File: config.mk
export PLATFORM = sky130hd
export DESIGN_NAME = alu_core
export DESIGN_NICKNAME = d
export VERILOG_FILES = /design/src/rtl/alu_core.sv
export SDC_FILE = /design/constraint.sdc
export NUM_CORES = 1
export LEC_CHECK = 0
export BUFFER_PORTS_ARGS = -buffer_cell sky130_fd_sc_hd__buf_2
export CAP_MARGIN = 30
export CORE_UTILIZATION = 55
export CTS_CLUSTER_DIAMETER = 200
export DETAILED_ROUTE_END_ITERATION = 16
export PLACE_DENSITY = 0.85
export SLEW_MARGIN = 10
export SYNTH_ARGS = -nofsm -noshare
export SYNTH_HDL_FRONTEND = slang
export SYNTH_SLANG_ARGS = --single-unit
File: constraint.sdc
create_clock -name clk -period 0.8 [get_ports clk]
set_clock_uncertainty 0.05 [all_clocks]
set_input_delay 0.04 -clock clk [delete_from_list [all_inputs] [get_ports clk]]
set_output_delay 0.04 -clock clk [all_outputs]
set_load 0.005 [all_outputs]
File: src/rtl/alu_core.sv
// alu_core: single-cycle ALU with a registered result and flags.
//
// Ports:
//   clk        rising-edge clock for all state
//   rst_n      asynchronous active-low reset
//   in_valid   srcA/srcB/ALUControl are qualified this cycle
//   srcA       operand A (32 bits)
//   srcB       operand B (32 bits); bits [4:0] give the shift amount for SLL
//   ALUControl operation select: ADD, SUB, AND, OR, XOR, SLT, SLTU, SLL
//   res        registered result
//   zero       registered, 1 when res == 0
//   negative   registered copy of res[31]
//   carry      registered carry (ADD) or no-borrow (SUB); 0 for other ops
//   overflow   registered signed overflow (ADD/SUB); 0 for other ops
//   out_valid  in_valid delayed by one cycle
//
// Result and flags are captured only when in_valid=1 and hold otherwise.
module alu_core (
   input  logic        clk,
   input  logic        rst_n,
   input  logic        in_valid,
   input  logic [31:0] srcA,
   input  logic [31:0] srcB,
   input  logic [2:0]  ALUControl,
   output logic [31:0] res,
   output logic        zero,
   output logic        negative,
   output logic        carry,
   output logic        overflow,
   output logic        out_valid
);

   typedef enum logic [2:0] {
      OP_ADD  = 3'b000,
      OP_SUB  = 3'b001,
      OP_AND  = 3'b010,
      OP_OR   = 3'b011,
      OP_XOR  = 3'b100,
      OP_SLT  = 3'b101,
      OP_SLTU = 3'b110,
      OP_SLL  = 3'b111
   } alu_op_t;

   alu_op_t     op;
   logic [32:0] sum33;
   logic [32:0] diff33;
   logic [31:0] res_c;
   logic        carry_c;
   logic        overflow_c;

   assign op = alu_op_t'(ALUControl);

   always_comb begin
      sum33      = {1'b0, srcA} + {1'b0, srcB};
      diff33     = {1'b0, srcA} - {1'b0, srcB};
      res_c      = '0;
      carry_c    = 1'b0;
      overflow_c = 1'b0;
      case (op)
         OP_ADD: begin
            res_c      = sum33[31:0];
            carry_c    = sum33[32];
            overflow_c = (srcA[31] == srcB[31]) && (sum33[31] != srcA[31]);
         end
         OP_SUB: begin
            res_c      = diff33[31:0];
            // bit 32 of the widened difference is the borrow
            carry_c    = ~diff33[32];
            overflow_c = (srcA[31] != srcB[31]) && (diff33[31] != srcA[31]);
         end
         OP_AND:  res_c = srcA & srcB;
         OP_OR:   res_c = srcA | srcB;
         OP_XOR:  res_c = srcA ^ srcB;
         // direct signed compare, so no subtract-overflow artefact at extremes
         OP_SLT:  res_c = {31'd0, ($signed(srcA) < $signed(srcB))};
         OP_SLTU: res_c = {31'd0, (srcA < srcB)};
         OP_SLL:  res_c = srcA << srcB[4:0];
         default: res_c = '0;
      endcase
   end

   always_ff @(posedge clk or negedge rst_n) begin
      if (!rst_n) begin
         res       <= '0;
         zero      <= 1'b1;
         negative  <= 1'b0;
         carry     <= 1'b0;
         overflow  <= 1'b0;
         out_valid <= 1'b0;
      end else begin
         out_valid <= in_valid;
         if (in_valid) begin
            res      <= res_c;
            zero     <= (res_c == '0);
            negative <= res_c[31];
            carry    <= carry_c;
            overflow <= overflow_c;
         end
      end
   end

endmodule

==> results.json, run 1 <==
{
  "outcome": "aborted with a tool error",
  "stop_stage": "5_1_grt",
  "stop_error": "[ERROR GRT-0116] Global routing finished with congestion. Check the congestion regions in the DRC Viewer.",
  "ys_warn_count": 0,
  "grt_usage_pct": 98.6,
  "synth.distinct_cells": 80,
  "synthArstFlopShare_pct": 100,
  "grt_pass1_wl_mm": 122,
  "die_w_um": 128,
  "overflow": 1033,
  "grt_pass1_vias": 19200,
  "synth_nets": 1376,
  "post-place-ws_ns": -3.31,
  "postPlaceCellArea_mm2": 0.0130,
  "cts.sinks": 36,
  "num_rows": 45,
  "synth.top_cell.area_share_pct": 13.9,
  "yosysTopAreaCell": "ha_1",
  "cts_buffers": 5,
  "synthFlopType": "dfrtp_1",
  "gp_routability_congestion": 1.19,
  "ioPinCount": 107,
  "grt_max_degree": 53,
  "place.detailed.hpwl_mm": 36.4,
  "cts_root_buf": "clkbuf_16",
  "yosysMostFrequentCell": "a21oi_1",
  "placed_cells": 1897,
  "ys_seq_elements": 36,
  "synth_common_cells": "a21oi_1 (121), nor2_1 (113), inv_1 (110)",
  "io_buffers": 106,
  "syn_area_mm2": 0.00875,
  "synthTopCellsByArea": "ha_1 (14%), dfrtp_1 (10%), a21oi_1 (6.9%)",
  "synthCells": 1207,
  "cts_buffer_depth": 2,
  "synth_edf_count": 0,
  "ys_seq_area_share_pct": 10.3,
  "start_util_pct": 57.0,
  "synth_area_per_cell_um2": 7.25,
  "h-tree-depth": 2,
  "die_h_um": 128
}
==> through the flow <==
| stage | hold WS [ns] | setup TNS [ns] |
|---|---|---|
| after detailed placement | -0.102 | -74.21 |
| after global placement | -0.112 | -69.54 |
| after floorplan | -0.306 | -51.88 |
| after CTS | 0.126 | -62.69 |
==> metal layers <==
layer / GRT overflow / track usage, %
met1: 17 / 90.1
met2: 719 / 121
met3: 25 / 81.1
met4: 269 / 112
met5: 3 / 49.2
==> kinds of logic after synthesis <==
| group | count (synthesis) | synth area share, % |
|---|---|---|
| compound gates | 416 | 31.7 |
| simple gates | 360 | 19.7 |
| buf+inv | 196 | 9.03 |
| fa+ha+maj | 99 | 14.3 |
| mux | 77 | 12.7 |
| flops | 36 | 10.3 |
| xor+xnor | 23 | 2.30 |
==> repair_timing <==
action,4_1_cts
hold buffers,1
endpoints found under the setup margin,72
pin swaps,90
setup buffers,76
gates resized for setup,303
gates cloned,1
hold endpoints to repair,36
==> run 2: changes to the inputs <==
- CORE_UTILIZATION: 55 -> 40
- CTS_CLUSTER_DIAMETER: 200 -> default
- PLACE_DENSITY: 0.85 -> default
- PLACE_DENSITY_LB_ADDON: default -> 0.15
- clock period: 0.8 -> 1 ns (I/O delays scaled with it)
==> results.json, run 2 <==
{
  "rsz0062_at_grt": "true",
  "cts_root_buf": "clkbuf_16",
  "switching_share_pct": 42.1,
  "tightest_slew_ns": 0.795,
  "postPlaceCellArea_mm2": 0.0133,
  "synthXorXnorAreaFrac_pct": 2.30,
  "final_cell_mix": "buf_4 (500), nor2_1 (106), a21oi_1 (93), nand2_1 (90), inv_1 (89)",
  "area_growth_pct": 81.7,
  "startpoint_type": "input port",
  "synth_mux_area_share_pct": 12.7,
  "met2_usage_pct": 68.2,
  "yosys.area_share.simple_pct": 19.7,
  "io_buffers": 106,
  "timing.setup.tns_ns": -55.96,
  "p_per_area_mw_per_mm2": 833,
  "vias_per_cell": 5.97,
  "required_ns": 1.14,
  "synth.distinct_cells": 80,
  "drc": 0,
  "power.switching_mw": 5.58,
  "cap_violations": 0,
  "synth_fa_ha_area_share_pct": 14.3,
  "timing_hold_violations_final": 0,
  "synth_compound_area_share_pct": 31.7,
  "grt_pass1_vias": 12200,
  "critPathCaptureType": "flip-flop",
  "h-tree-depth": 2,
  "slew_viol_final": 0,
  "slowest_stage": "or4b_4",
  "first_iter_violations": 1140,
  "yosysMostFrequentCell": "a21oi_1",
  "setup.worst_path.class": "input port to flip-flop",
  "overflow": 0,
  "seqPwrFrac_pct": 13.6,
  "num_vias": 12500,
  "grt_pass1_wl_mm": 69.1,
  "synthArstFlopShare_pct": 100,
  "largest_register": "res",
  "ir_drop_mv": 0.596,
  "ys_warn_count": 0,
  "drive_gt1_share_pct": 51.7,
  "synth_top_family_by_area": "compound AO/OA/AOI/OAI gates",
  "yosysTopAreaCell": "ha_1",
  "synth_area_per_cell_um2": 7.25,
  "setup_viol": 36,
  "cp_max_fo": 3,
  "top_usage_layer": "met2",
  "combPwrFrac_pct": 74.7,
  "routedWlPerCell_um": 22.5,
  "min_path_type": "input port to async pin",
  "synth_nets": 1376,
  "relSlewSlack_pct": 46.6,
  "cts_buffers": 5,
  "grt_usage_pct": 40.7,
  "layout_commonest_cell": "buf_4",
  "fill_cells": 1638,
  "synth_edf_count": 0,
  "use_met3_pct": 6.89,
  "violations": "negative setup slack",
  "die_area_mm2": 0.0225,
  "syn_area_mm2": 0.00875,
  "synth_common_cells": "a21oi_1 (121), nor2_1 (113), inv_1 (110)",
  "post-place-ws_ns": -3.05,
  "synthCells": 1207,
  "critPathMaxStageDelay_ns": 0.50,
  "grt_max_degree": 53,
  "cp.buffers_inverters": 6,
  "whs_ns": 0.150,
  "power_mw": 13.2,
  "drt-total-wl_mm": 47.1,
  "first_pass_iters": 5,
  "cts_tree": "built",
  "ioPinCount": 107,
  "place.detailed.hpwl_mm": 35.6,
  "clkPwrFrac_pct": 11.7,
  "gp_routability_congestion": 1.03,
  "postRouteAntennaNets": 0,
  "crit_arrival_ns": 3.63,
  "fin_crit_sh_pct": 348,
  "grt.met1_usage_pct": 48.0,
  "design_area_mm2": 0.0159,
  "fin_nets": 1987,
  "antenna_found_initial": 1,
  "intPower_mw": 7.66,
  "clock_insertion_delay_worst_skew_ns": 0.28,
  "die_h_um": 150,
  "die_w_um": 150,
  "critPathTopFamily": "simple AND/OR/NAND/NOR gates",
  "largest_reg_flops": 32,
  "timing.fmax_ghz": 0.287,
  "num_rows": 53,
  "antenna-diode-count": 0,
  "p_leak_nw": 7.45,
  "path_clk_slew_ns": 0.05,
  "cts_buffer_depth": 2,
  "ys_seq_elements": 36,
  "fp.coreArea_mm2": 0.0212,
  "outcome": "finished, violations left",
  "period_needed_ns": 3.48,
  "start_util_pct": 41.3,
  "cp_cell_sequence": "buf_12 -> clkinv_8 -> ha_4 -> inv_2 -> fa_2 -> nand2b_4 -> a2111o_1 -> buf_6 -> a31oi_4 -> buf_6 -> o41ai_4 -> buf_4 -> a31oi_4 -> mux2i_1 -> nand4_1 -> nor4_2 -> nand4_1 -> or4b_4 -> o32ai_2",
  "synth.top_cell.area_share_pct": 13.9,
  "synthFlopType": "dfrtp_1",
  "ys_seq_area_share_pct": 10.3,
  "synthTopCellsByArea": "ha_1 (14%), dfrtp_1 (10%), a21oi_1 (6.9%)",
  "fin_ws_ns": -2.48,
  "cts.sinks": 36
}
## run 2: metal layers
metal | share of wire, % | wire length (um)
met5 | 0.032 | 15
met4 | 7.7 | 3640
met3 | 8.2 | 3870
met2 | 46 | 21600
met1 | 38 | 18000
## run 2: power groups by stage
stage	clock network, mW	logic, mW	registers (mW)
4_1_cts	1.58	9.08	1.79
2_1_floorplan	0	3.62	1.84
3_5_place_dp	0	7.69	1.82
5_1_grt	1.66	10.4	1.83
6_report	1.55	9.90	1.80
3_3_place_gp	0	7.64	1.81
## run 2: kinds of logic (layout without fill, tap and decap cells)
logic type,count (synthesis),in the layout
multiplexers,77,77
AO/OA/AOI/OAI,416,416
XOR/XNOR,23,23
adder cells (fa/ha/maj),99,99
flip-flops,36,36
AND/OR/NAND/NOR,360,360
buffers and inverters,196,808
## run 2: through the flow
| step | util (%) | cells |
|---|---|---|
| after global placement | 62.7 | 1995 |
| after global routing | 75.0 | 2094 |
| after CTS | 71.7 | 2070 |
| after floorplan | - | 1207 |
| final | 75.0 | 2094 |
| after detailed placement | 62.7 | 1995 |
## run 2: path summary, 6_finish.rpt
check | start | to | cells past startpoint | slack, ns
min in group clk | in_valid | out_valid | 2 | 0.29
min | rst_n | res[30] | 2 | 0.15
min reg2reg | zero | zero | 2 | 0.45
max | srcA[0] | zero | 19 | -2.48
max reg2reg | res[26] | res[26] | 1 | 0.16
max in group asynchronous | rst_n | res[13] | 3 | 0.32
## run 2: layout make-up
cell class | instances | area [um^2] | area share, %
clock inverter | 2 | 10.0 | 0.0629
timing repair buffer | 686 | 5460 | 34.3
multi-input combinational | 975 | 8530 | 53.6
sequential | 36 | 902 | 5.67
inverter | 114 | 524 | 3.30
clock buffer | 6 | 139 | 0.873
tap | 275 | 344 | 2.16
## run 2: what timing repair did
item / CTS / global route
hold endpoints to repair: 36 / 0
cloned: 1 / 0
resized for setup: 287 / 104
setup endpoints to repair: 36 / 36
setup buffers: 70 / 38
hold buffers: 1 / 0
pin swaps: 84 / 82
No activity file was read; power rests on OpenSTA's default activity.
==> run 3: changes to the inputs <==
- PLACE_DENSITY_LB_ADDON: 0.15 -> default
==> results.json, run 3 (synthesized netlist as in run 2, its figures left out) <==
{
  "outcome": "finished, violations left",
  "violations": "negative setup slack",
  "cts_buffers": 5,
  "grt_max_degree": 53,
  "cp.depth": 18,
  "cts.sinks": 36,
  "gp_routability_congestion": 1.01,
  "drt-total-wl_mm": 46.6,
  "rsz0062_at_grt": "true",
  "antenna-diode-count": 0,
  "whs_ns": 0.170,
  "fin_crit_sh_pct": 356,
  "cp_cell_sequence": "buf_8 -> ha_4 -> inv_4 -> fa_2 -> nand2b_4 -> a2111o_1 -> buf_6 -> a31oi_4 -> buf_6 -> o41ai_4 -> buf_4 -> a31oi_4 -> mux2i_1 -> nand4_1 -> nor4_2 -> nand4_1 -> or4b_1 -> o32ai_2",
  "io_buffers": 106,
  "grt_pass1_vias": 12100,
  "relSlewSlack_pct": 53.1,
  "r2r_setup_slack_ns": 0.15,
  "setup.worst_path.class": "input port to flip-flop",
  "fin_nets": 1977,
  "largest_reg_flops": 32,
  "h-tree-depth": 2,
  "critPathTopFamily": "simple AND/OR/NAND/NOR gates",
  "die_w_um": 150,
  "clock_insertion_delay_worst_skew_ns": 0.28,
  "placed_cells": 1998,
  "place.detailed.hpwl_mm": 36.3,
  "p_leak_nw": 7.36,
  "cts_tree": "built",
  "cp_max_fo": 3,
  "critPathMaxStageDelay_ns": 0.55,
  "first_pass_iters": 6,
  "fp.coreArea_mm2": 0.0212,
  "timing.setup.tns_ns": -54.82,
  "grt_pass1_wl_mm": 68.8,
  "startpoint_type": "input port",
  "postRouteAntennaNets": 0,
  "path_clk_slew_ns": 0.05,
  "rr_worst_depth": 1,
  "drc": 0,
  "final_cells": 2083,
  "ioPinCount": 107,
  "slowest_stage": "or4b_1",
  "area_growth_pct": 79.4,
  "overflow": 0,
  "cts_buffer_depth": 2,
  "num_vias": 12400,
  "r2r_end": "res[5]",
  "final_cell_mix": "buf_4 (497), nor2_1 (105), a21oi_1 (94), inv_1 (90), nand2_1 (89)",
  "timing.fmax_ghz": 0.281,
  "cap_violations": 0,
  "setup_viol": 36,
  "die_area_mm2": 0.0225,
  "antenna_found_initial": 0,
  "timing_hold_violations_final": 0,
  "period_needed_ns": 3.56,
  "num_rows": 53,
  "critPathCaptureType": "flip-flop",
  "p_per_area_mw_per_mm2": 831,
  "r2r_start": "res[5]",
  "vias_per_cell": 5.95,
  "die_h_um": 150,
  "largest_register": "res",
  "grt_usage_pct": 40.5,
  "required_ns": 1.14,
  "tightest_slew_ns": 0.704,
  "first_iter_violations": 1017,
  "fill_cells": 1661,
  "cts_root_buf": "clkbuf_16",
  "slew_viol_final": 0,
  "drive_gt1_share_pct": 51.9,
  "layout_commonest_cell": "buf_4",
  "ir_drop_mv": 0.588,
  "routedWlPerCell_um": 22.4,
  "start_util_pct": 41.3,
  "min_path_type": "input port to async pin",
  "cp.buffers_inverters": 5,
  "fin_ws_ns": -2.56,
  "crit_arrival_ns": 3.69
}
run 3: changes by cell type in the layout (fill, tap and decap cells not counted), moves of 3 or more:
| cell | change |
|---|---|
| a2111oi_2 | +3 |
| a31oi_1 | -3 |
| buf_4 | -3 |
| buf_6 | -8 |
| buf_8 | +3 |
| inv_2 | -3 |
| mux4_1 | -5 |
| mux4_2 | +5 |
| o21ai_1 | +3 |
run 3: per-stage QoR:
stage               area [um^2]  total power [mW]  worst slack (ns)  utilization [%]
finish                    15700              13.1             -2.56             74.0
global route              15700              13.7             -2.73             74.0
CTS                       14900              12.2             -2.47             70.2
detailed placement        13400              9.57             -3.11             62.9
global placement          13400              9.51             -3.07             62.9
floorplan                  9220              5.46             -2.49                -
run 3: timing repair:
| item | CTS | global route |
|---|---|---|
| pin swaps | 72 | 74 |
| endpoints found under the setup margin | 36 | 36 |
| cloned | 0 | 0 |
| hold buffers | 1 | 0 |
| resized for setup | 246 | 130 |
| setup buffers | 53 | 52 |
| hold endpoints to repair | 36 | 0 |
run 3: how the worst max path moves through the flow:
stage | startpoint | end
4_1_cts | srcA[0] | zero
3_5_place_dp | srcB[1] | zero
6_report | srcB[0] | zero
2_1_floorplan | srcB[2] | zero
3_3_place_gp | srcB[1] | zero
5_1_grt | srcA[0] | zero
run 3: final cells by class:
type | instances | area [um^2] | area share (%)
inverters | 114 | 524 | 3.34
repair buffers | 676 | 5340 | 34.0
clock buffers | 7 | 153 | 0.972
well taps | 275 | 344 | 2.19
flip-flops and latches | 36 | 902 | 5.74
multi-input cells | 975 | 8450 | 53.8
run 3: where the power goes:
part | internal [mW] | switching, mW | leakage [nW] | total (mW)
sequential | 1.68 | 0.124 | 0.433 | 1.81
combinational | 4.82 | 4.81 | 6.85 | 9.63
clock | 1.05 | 0.575 | 0.0760 | 1.62
run 3: routing by layer:
metal	share of wire, %	routed length [um]	vias to the layer above	track usage [%]
met4	7.1	3310	0	24.1
met2	47	21800	626	68.1
met5	0	0	-	0
li1	-	-	5673	-
met1	39	18000	5929	48.8
met3	7.3	3420	174	5.82
==> run 4: changes to the inputs <==
- REMOVE_ABC_BUFFERS: default -> 1
==> results.json, run 4 (synthesized netlist as in run 2, its figures left out) <==
{
  "outcome": "finished, violations left",
  "violations": "negative setup slack",
  "setup.worst_path.class": "input port to flip-flop",
  "overflow": 0,
  "antenna_found_initial": 1,
  "whs_ns": 0.225,
  "postRouteAntennaNets": 0,
  "p_per_area_mw_per_mm2": 846,
  "tightest_slew_ns": 0.861,
  "grt_max_degree": 53,
  "die_area_mm2": 0.0225,
  "place.detailed.hpwl_mm": 37.4,
  "layout_commonest_cell": "buf_4",
  "io_buffers": 106,
  "vias_per_cell": 6.01,
  "setup_viol": 36,
  "die_h_um": 150,
  "drc": 0,
  "cts_root_buf": "clkbuf_16",
  "grt_pass1_vias": 12400,
  "routedWlPerCell_um": 23.0,
  "crit_arrival_ns": 3.68,
  "slew_viol_final": 0,
  "cts_buffers": 5,
  "period_needed_ns": 3.52,
  "drt-total-wl_mm": 48.4,
  "startpoint_type": "input port",
  "drive_gt1_share_pct": 53.9,
  "clock_insertion_delay_worst_skew_ns": 0.29,
  "post-place-ws_ns": -3.21,
  "utilization_pct": 74.7,
  "h-tree-depth": 2,
  "ir_drop_mv": 0.717,
  "start_util_pct": 41.3,
  "cts_tree": "built",
  "gp_routability_congestion": 1.04,
  "final_cell_mix": "buf_4 (530), nor2_1 (100), a21oi_1 (91), nand2_1 (89), buf_2 (89)",
  "fin_crit_sh_pct": 352,
  "min_path_type": "input port to async pin",
  "critPathCaptureType": "flip-flop",
  "relSlewSlack_pct": 42.1,
  "largest_register": "res",
  "use_met3_pct": 7.07,
  "fill_cells": 1682,
  "p_leak_nw": 7.47,
  "first_pass_iters": 5,
  "fin_nets": 1996,
  "top_usage_layer": "met2",
  "fp.coreArea_mm2": 0.0212,
  "r2r_start": "zero",
  "grt_pass1_wl_mm": 70.9,
  "rr_worst_depth": 2,
  "met2_usage_pct": 68.3,
  "path_clk_slew_ns": 0.07,
  "cp_max_fo": 3,
  "ioPinCount": 107,
  "largest_reg_flops": 32,
  "antenna-diode-count": 0,
  "cap_violations": 0,
  "rsz0062_at_grt": "true",
  "required_ns": 1.16,
  "num_rows": 53,
  "timing_hold_violations_final": 0,
  "endpoint": "zero",
  "num_vias": 12600,
  "cts_buffer_depth": 2,
  "multi_input_area_mm2": 0.00860,
  "critPathLaunch": "srcB[2]",
  "r2r_setup_slack_ns": 0.13,
  "timing.fmax_ghz": 0.284,
  "first_iter_violations": 1161,
  "die_w_um": 150,
  "area_growth_pct": 81.2,
  "register_area_um2": 902,
  "grt.met1_usage_pct": 52.0,
  "grt_usage_pct": 41.8,
  "r2r_end": "zero",
  "fin_ws_ns": -2.52,
  "cts.sinks": 36
}
==> run 4: area by class of cell <==
cell class | count | area share (%)
flip-flops and latches | 36 | 5.69
clock buffers | 7 | 0.962
repair buffers | 695 | 34.0
well taps | 275 | 2.17
inverters | 114 | 2.90
multi-input cells | 975 | 54.3
==> run 4: worst min-delay path by stage <==
stage / slack (ns) / start / endpoint
floorplan: -0.30 / rst_n / carry
global placement: -0.03 / rst_n / res[24]
detailed placement: -0.02 / rst_n / res[26]
CTS: 0.21 / rst_n / res[24]
global route: 0.25 / rst_n / res[24]
finish: 0.23 / rst_n / res[24]
==> run 4: power breakdown <==
part / leakage (nW) / total [mW] / switching [mW] / internal [mW]
Clock: 0.0760 / 1.72 / 0.668 / 1.05
Combinational: 6.96 / 9.89 / 4.97 / 4.92
Sequential: 0.433 / 1.81 / 0.129 / 1.68
==> run 4: worst max-delay path, cell delays in order <==
cell,delay (ns)
buf_6,0.13
inv_2,0.08
buf_4,0.12
ha_2,0.20
nor2_1,0.05
a2111o_1,0.45
buf_6,0.15
a311oi_4,0.26
nor4_2,0.09
or3_4,0.42
a2111oi_4,0.23
nand4_1,0.26
nor4_2,0.32
nand4_1,0.14
or4b_4,0.51
o32ai_2,0.22
==> run 4: repair_timing <==
| action | in CTS | in global routing |
|---|---|---|
| setup buffers | 42 | 44 |
| hold endpoints to repair | 36 | 0 |
| hold buffers | 1 | 0 |
| endpoints found under the setup margin | 36 | 36 |
| resized for setup | 266 | 191 |
| pin swaps | 87 | 88 |
==> run 4: layer usage <==
| layer | wire length, um | vias to the layer above |
|---|---|---|
| met2 | 22100 | 737 |
| met5 | 0 | - |
| met1 | 18800 | 5981 |
| met3 | 4280 | 208 |
| met4 | 3120 | 0 |
| li1 | - | 5710 |
==> run 4: through the flow <==
step | std cells | area [um^2] | TNS [ns] | total power [mW]
after floorplan | 1125 | 8390 | -52.76 | 4.95
after global placement | 2031 | 13200 | -71.59 | 9.47
after detailed placement | 2031 | 13200 | -71.80 | 9.49
after CTS | 2074 | 14800 | -52.78 | 12.3
after global routing | 2102 | 15900 | -54.91 | 14.0
final | 2102 | 15900 | -52.89 | 13.4
